### src/rtl/systolic_pkg.sv
`default_nettype none
// +------------------------------------------------------------------+
// | systolic_pkg : types and defaults shared by the weight path      |
// | Rev 1.0                                                          |
// +------------------------------------------------------------------+
package systolic_pkg;

  localparam int ARRAY_SIZE_DEF = 4;
  localparam int DATA_W_DEF     = 8;

  typedef enum logic [1:0] {
    FILL  = 2'd0,
    TRIG  = 2'd1,
    DRAIN = 2'd2
  } wbuf_state_t;

  typedef logic [ARRAY_SIZE_DEF-1:0][DATA_W_DEF-1:0] weight_row_t;

  // Pointer width able to hold every value 0..depth inclusive.
  function automatic int ptr_width(input int depth);
    return $clog2(depth + 1);
  endfunction

endpackage
`default_nettype wire

### src/rtl/weight_row_mem.sv
`default_nettype none
// +------------------------------------------------------------------+
// | weight_row_mem : row register file, 1 sync write / 1 comb read   |
// | Rev 1.0                                                          |
// +------------------------------------------------------------------+
module weight_row_mem #(
  parameter int DEPTH  = 4,
  parameter int ROW_W  = 32,
  parameter int ADDR_W = $clog2(DEPTH)
) (
  input  logic              clk,
  input  logic              we_i,
  input  logic [ADDR_W-1:0] waddr_i,
  input  logic [ROW_W-1:0]  wdata_i,
  input  logic [ADDR_W-1:0] raddr_i,
  output logic [ROW_W-1:0]  rdata_o
);

  // Storage is intentionally not reset; pointers alone define validity.
  logic [ROW_W-1:0] mem_q [DEPTH];

  always_ff @(posedge clk) begin
    if (we_i) begin
      mem_q[waddr_i] <= wdata_i;
    end
  end

  assign rdata_o = mem_q[raddr_i];

endmodule
`default_nettype wire

### src/rtl/weight_buffer.sv
`default_nettype none
// +------------------------------------------------------------------+
// | weight_buffer : stages one weight tile, then drains it on load   |
// | Rev 1.0                                                          |
// +------------------------------------------------------------------+
module weight_buffer
  import systolic_pkg::*;
#(
  parameter int ARRAY_SIZE = ARRAY_SIZE_DEF,
  parameter int DATA_W     = DATA_W_DEF
) (
  input  logic                         clk,
  input  logic                         n_rst,
  input  logic [ARRAY_SIZE*DATA_W-1:0] wdata_in,
  input  logic                         wvalid_in,
  output logic                         wready_out,
  output logic                         trigger_weight,
  input  logic                         load,
  output logic [ARRAY_SIZE*DATA_W-1:0] weight_out,
  output logic                         weight_valid_out,
  output logic                         load_err
);

  localparam int ROW_W  = ARRAY_SIZE * DATA_W;
  localparam int PTR_W  = ptr_width(ARRAY_SIZE);
  localparam int ADDR_W = $clog2(ARRAY_SIZE);
  localparam logic [PTR_W-1:0] LAST_PTR = PTR_W'(ARRAY_SIZE - 1);

  wbuf_state_t      state_q;
  logic [PTR_W-1:0] wr_cnt_q;
  logic [PTR_W-1:0] rd_cnt_q;
  logic             wready_q;
  logic             trigger_q;

  logic             handshake;
  logic             drain_fire;
  logic [ROW_W-1:0] rd_row;

  // wready_q is only ever high in FILL, so it doubles as the FILL qualifier.
  assign handshake  = wvalid_in && wready_q;
  assign drain_fire = load && (state_q == DRAIN);

  weight_row_mem #(
    .DEPTH  (ARRAY_SIZE),
    .ROW_W  (ROW_W),
    .ADDR_W (ADDR_W)
  ) u_row_mem (
    .clk     (clk),
    .we_i    (handshake),
    .waddr_i (wr_cnt_q[ADDR_W-1:0]),
    .wdata_i (wdata_in),
    .raddr_i (rd_cnt_q[ADDR_W-1:0]),
    .rdata_o (rd_row)
  );

  always_ff @(posedge clk) begin
    if (!n_rst) begin
      state_q   <= FILL;
      wr_cnt_q  <= '0;
      rd_cnt_q  <= '0;
      wready_q  <= 1'b1;
      trigger_q <= 1'b0;
    end else begin
      case (state_q)
        FILL: begin
          if (handshake) begin
            wr_cnt_q <= wr_cnt_q + 1'b1;
            if (wr_cnt_q == LAST_PTR) begin
              state_q   <= TRIG;
              wready_q  <= 1'b0;
              trigger_q <= 1'b1;
            end
          end
        end
        TRIG: begin
          trigger_q <= 1'b0;
          rd_cnt_q  <= LAST_PTR;
          state_q   <= DRAIN;
        end
        DRAIN: begin
          if (load) begin
            rd_cnt_q <= rd_cnt_q - 1'b1;
            if (rd_cnt_q == '0) begin
              rd_cnt_q <= '0;
              wr_cnt_q <= '0;
              wready_q <= 1'b1;
              state_q  <= FILL;
            end
          end
        end
        default: begin
          state_q   <= FILL;
          wr_cnt_q  <= '0;
          rd_cnt_q  <= '0;
          wready_q  <= 1'b1;
          trigger_q <= 1'b0;
        end
      endcase
    end
  end

  assign wready_out       = wready_q;
  assign trigger_weight   = trigger_q;
  assign weight_valid_out = drain_fire;
  assign weight_out       = drain_fire ? rd_row : '0;
  // A load request with no tile staged is flagged but moves no data.
  assign load_err         = load && (state_q != DRAIN);

endmodule
`default_nettype wire

### config.mk
export PLATFORM = sky130hd
export DESIGN_NAME = weight_buffer
export DESIGN_NICKNAME = d
export VERILOG_FILES = /design/src/rtl/systolic_pkg.sv /design/src/rtl/weight_row_mem.sv /design/src/rtl/weight_buffer.sv
export SDC_FILE = /design/constraint.sdc
export NUM_CORES = 1
export LEC_CHECK = 0
export ABC_AREA = 1
export CAP_MARGIN = 20
export CELL_PAD_IN_SITES_DETAIL_PLACEMENT = 2
export CELL_PAD_IN_SITES_GLOBAL_PLACEMENT = 2
export CORE_MARGIN = 2
export CORE_UTILIZATION = 30
export DETAILED_ROUTE_END_ITERATION = 8
export GPL_ROUTABILITY_DRIVEN = 0
export PLACE_DENSITY = 0.72
export SYNTH_ARGS = -nofsm -noshare
export SYNTH_HDL_FRONTEND = slang
export SYNTH_SLANG_ARGS = --single-unit
export TNS_END_PERCENT = 1
### constraint.sdc
create_clock -name clk -period 8.03 [get_ports clk]
set_clock_uncertainty 0.2 [all_clocks]
set_input_delay 1.2045 -clock clk [delete_from_list [all_inputs] [get_ports clk]]
set_output_delay 1.2045 -clock clk [all_outputs]
set_load 0.02 [all_outputs]
==> results.md <==
- Leakage power: 2.54 nW
- Number of synthesis warnings: 0
- Post-Route WL: 14.8 mm
- Setup TNS: 0 ns
- Clock tree buffer depth: 2
- Clock power share: 37.7%
- Int Pwr: 1.60 mW
- Slew @ Worst Pin: 0.859 ns
- Worst vdd ir: 0.164 mV
- Placed Cells: 767
- TritonCTS clock tree: done
- Cell count after synthesis: 479
- H-tree depth: 4
- Final setup fails: 0
- Crit path buf inv count: 2
- Post-synth EDFFs: 128
- Main synth FF type: edfxtp_1
- CP Class: in2out
- Pwr dens: 302 nW/um^2
- FMAX: 211 MHz
- Crit-path max FO: 33
- P_sw: 0.596 mW
- CTS resizes: 0
- Post-Syn Area: 5650 um^2
- Initial Util: 30.4%
- RSZ-0062 raised after global routing: no
- Die boundary width: 141 um
- GRT Residual Overflow: 0
- Io pins: 72
- Slowest cell delay on critical path: 0.68 ns
- Port bufs: 71
- Setup Buffers After CTS: 0
- Clk sinks: 140
- Vias in the first global route: 4,370
- Tot GR Track Use: 15.7%
- Total CTS buffers: 17
- Finished Layout Cells: 800
- Sw frac: 27.1%
- Core area: 18,600 um^2
- Synthesized flop and latch total: 140
- CP dominant cell by count: clkdlybuf4s50_1
- Max Slew Vio Count: 0
- Combinational share of power: 18.3%
- Post-route DRC: 0
- Layout cell share with drive strength beyond 1: 8.13%
- Dominant cell type by area after synthesis: edfxtp_1
- Hold Violations, Final: 0
- Die area: 20,000 um^2
- DRT iter0 DRCs: 144
- Top Family by Delay on Critical Path: buffers and inverters
- Drt wl/cell: 18.6 um
- Synth top cells by count: nor2_1, edfxtp_1, a21oi_1
- Initial antenna violation count: 0
- Post-DP HPWL: 8.80 mm
- CP Launch Type: primary input
- FP Rows: 50
- Status: finished, final reports clean
- Final worst setup slack: 3.28 ns
- Synth cell types: 16
- Min Tclk post-route: 4.75 ns
- Worst-skew pair later-pin latency: 0.41 ns
- Area Growth Syn to Fin: 28.6%
- Final net count: 599
- First-pass GRT wire length: 23.5 mm
- Avg Inst Size Synth: 11.8 um^2
- Die height: 141 um
- N_diodes: 0
- Synth top area cells: edfxtp_1, nor2_1, dfxtp_1
- Slowest-stage cell, CP: clkdlybuf4s50_1
- Max Cap Violations: 0
- Arrival @ worst endpoint: 3.34 ns
- Final period util: 59.1%
- DR pass1 iterations: 5
- Most frequent cell after synthesis: nor2_1
- Ys async rst share: 0%
- Worst EP required: 6.63 ns
- Slew headroom: 42.5%
- Via count: 3,825
- DR vias/cell: 4.78
- Worst slack, placed: 3.22 ns
- Root buffer cell: clkbuf_16
- Antenna-violating nets left: 0
- Area fraction of the dominant cell type after synthesis: 68.0%
- Seq/Total Area, Yosys: 72.3%
- Critical-path cell list: clkdlybuf4s50_1 -> nand2_2 -> a21oi_1 -> clkdlybuf4s50_1
- Largest net degree at the start of global routing: 66
- Register share of total power: 44.0%
- Syn nets: 525
- Worst-path clk slew: 0.06 ns
- Hold Buf Count CTS: 0
- Worst Hold Class: reg2reg
- Crit. End Element: output pin
==> registers in the layout (all words and copies together) (netlist names), named ones only <==
signal,count
wready_out,1
wr_cnt_q,3
trigger_weight,1
u_row_mem.mem_q,128
rd_cnt_q,3
state_q,2
==> final cells by class <==
cell class / instances / area (um^2)
fill: 1860 / 11300
sequential: 140 / 4090
multi-input combinational: 293 / 1370
timing repair buffer: 78 / 808
clock buffer: 21 / 460
tap: 234 / 293
clock inverter: 11 / 168
inverter: 23 / 86.3
==> placed cells by master, fill, tap and decap left out <==
cell type and count:
clkinvlp_4 2, buf_12 2, edfxtp_1 128, ha_1 10, clkbuf_16 17, dfxtp_2 2, inv_2 1, clkinv_2 3
nand2_2 1, clkbuf_1 2, clkbuf_8 2, nand2_1 22, buf_16 1, buf_4 4, a21oi_1 39, nand3_1 4
nor2_4 5, o21ai_1 38, nor2_1 142, clkdlybuf4s50_1 71, clkinv_4 2, inv_1 22, o21ai_0 32, bufinv_16 4
dfxtp_1 10
==> kinds of logic after synthesis <==
family,share of synthesized area (%)
simple gates,11.8
flops,72.3
compound gates,9.65
buf+inv,4.10
fa+ha+maj,2.21
==> metal layers <==
layer  track usage (%)  share of wire (%)
met1              18.7                 43
met2              28.0                 53
met3              3.21                3.1
met4              5.74                1.4
met5                 0                  0
==> worst reg2reg max path, stage by stage, from the launching register on <==
cell     delay [ns]
dfxtp_1        0.33
inv_1          0.09
ha_1           0.33
nand2_2        0.56
inv_1          0.26
nand3_1        0.10
a21oi_1        0.16
==> worst paths after layout <==
path / startpoint / endpoint / slack (ns) / depth (start not counted)
max reg2reg: state_q[0] / rd_cnt_q[2] / 5.94 / 6
min reg2reg: wready_out / wready_out / 0.29 / 2
min: wready_out / wready_out / 0.29 / 2
max: load / weight_out[31] / 3.28 / 4
==> per-stage QoR <==
step           total power [mW]  hold slack, ns  area, um^2  util, %
6_report                   2.20           0.294        7270     39.1
4_1_cts                    2.24           0.300        7250     39.0
2_1_floorplan              1.20           0.258        5650        -
3_5_place_dp               1.40           0.287        6620     35.6
5_1_grt                    2.31           0.339        7270     39.1
3_3_place_gp               1.35           0.274        6580     35.4
==> power by group through the flow <==
stage / clock, mW / combinational [mW] / sequential (mW)
3_5_place_dp: 0 / 0.413 / 0.983
4_1_cts: 0.849 / 0.418 / 0.969
3_3_place_gp: 0 / 0.374 / 0.977
2_1_floorplan: 0 / 0.217 / 0.980
5_1_grt: 0.874 / 0.453 / 0.978
6_report: 0.829 / 0.403 / 0.967
Power figures use the tool's default switching activity.
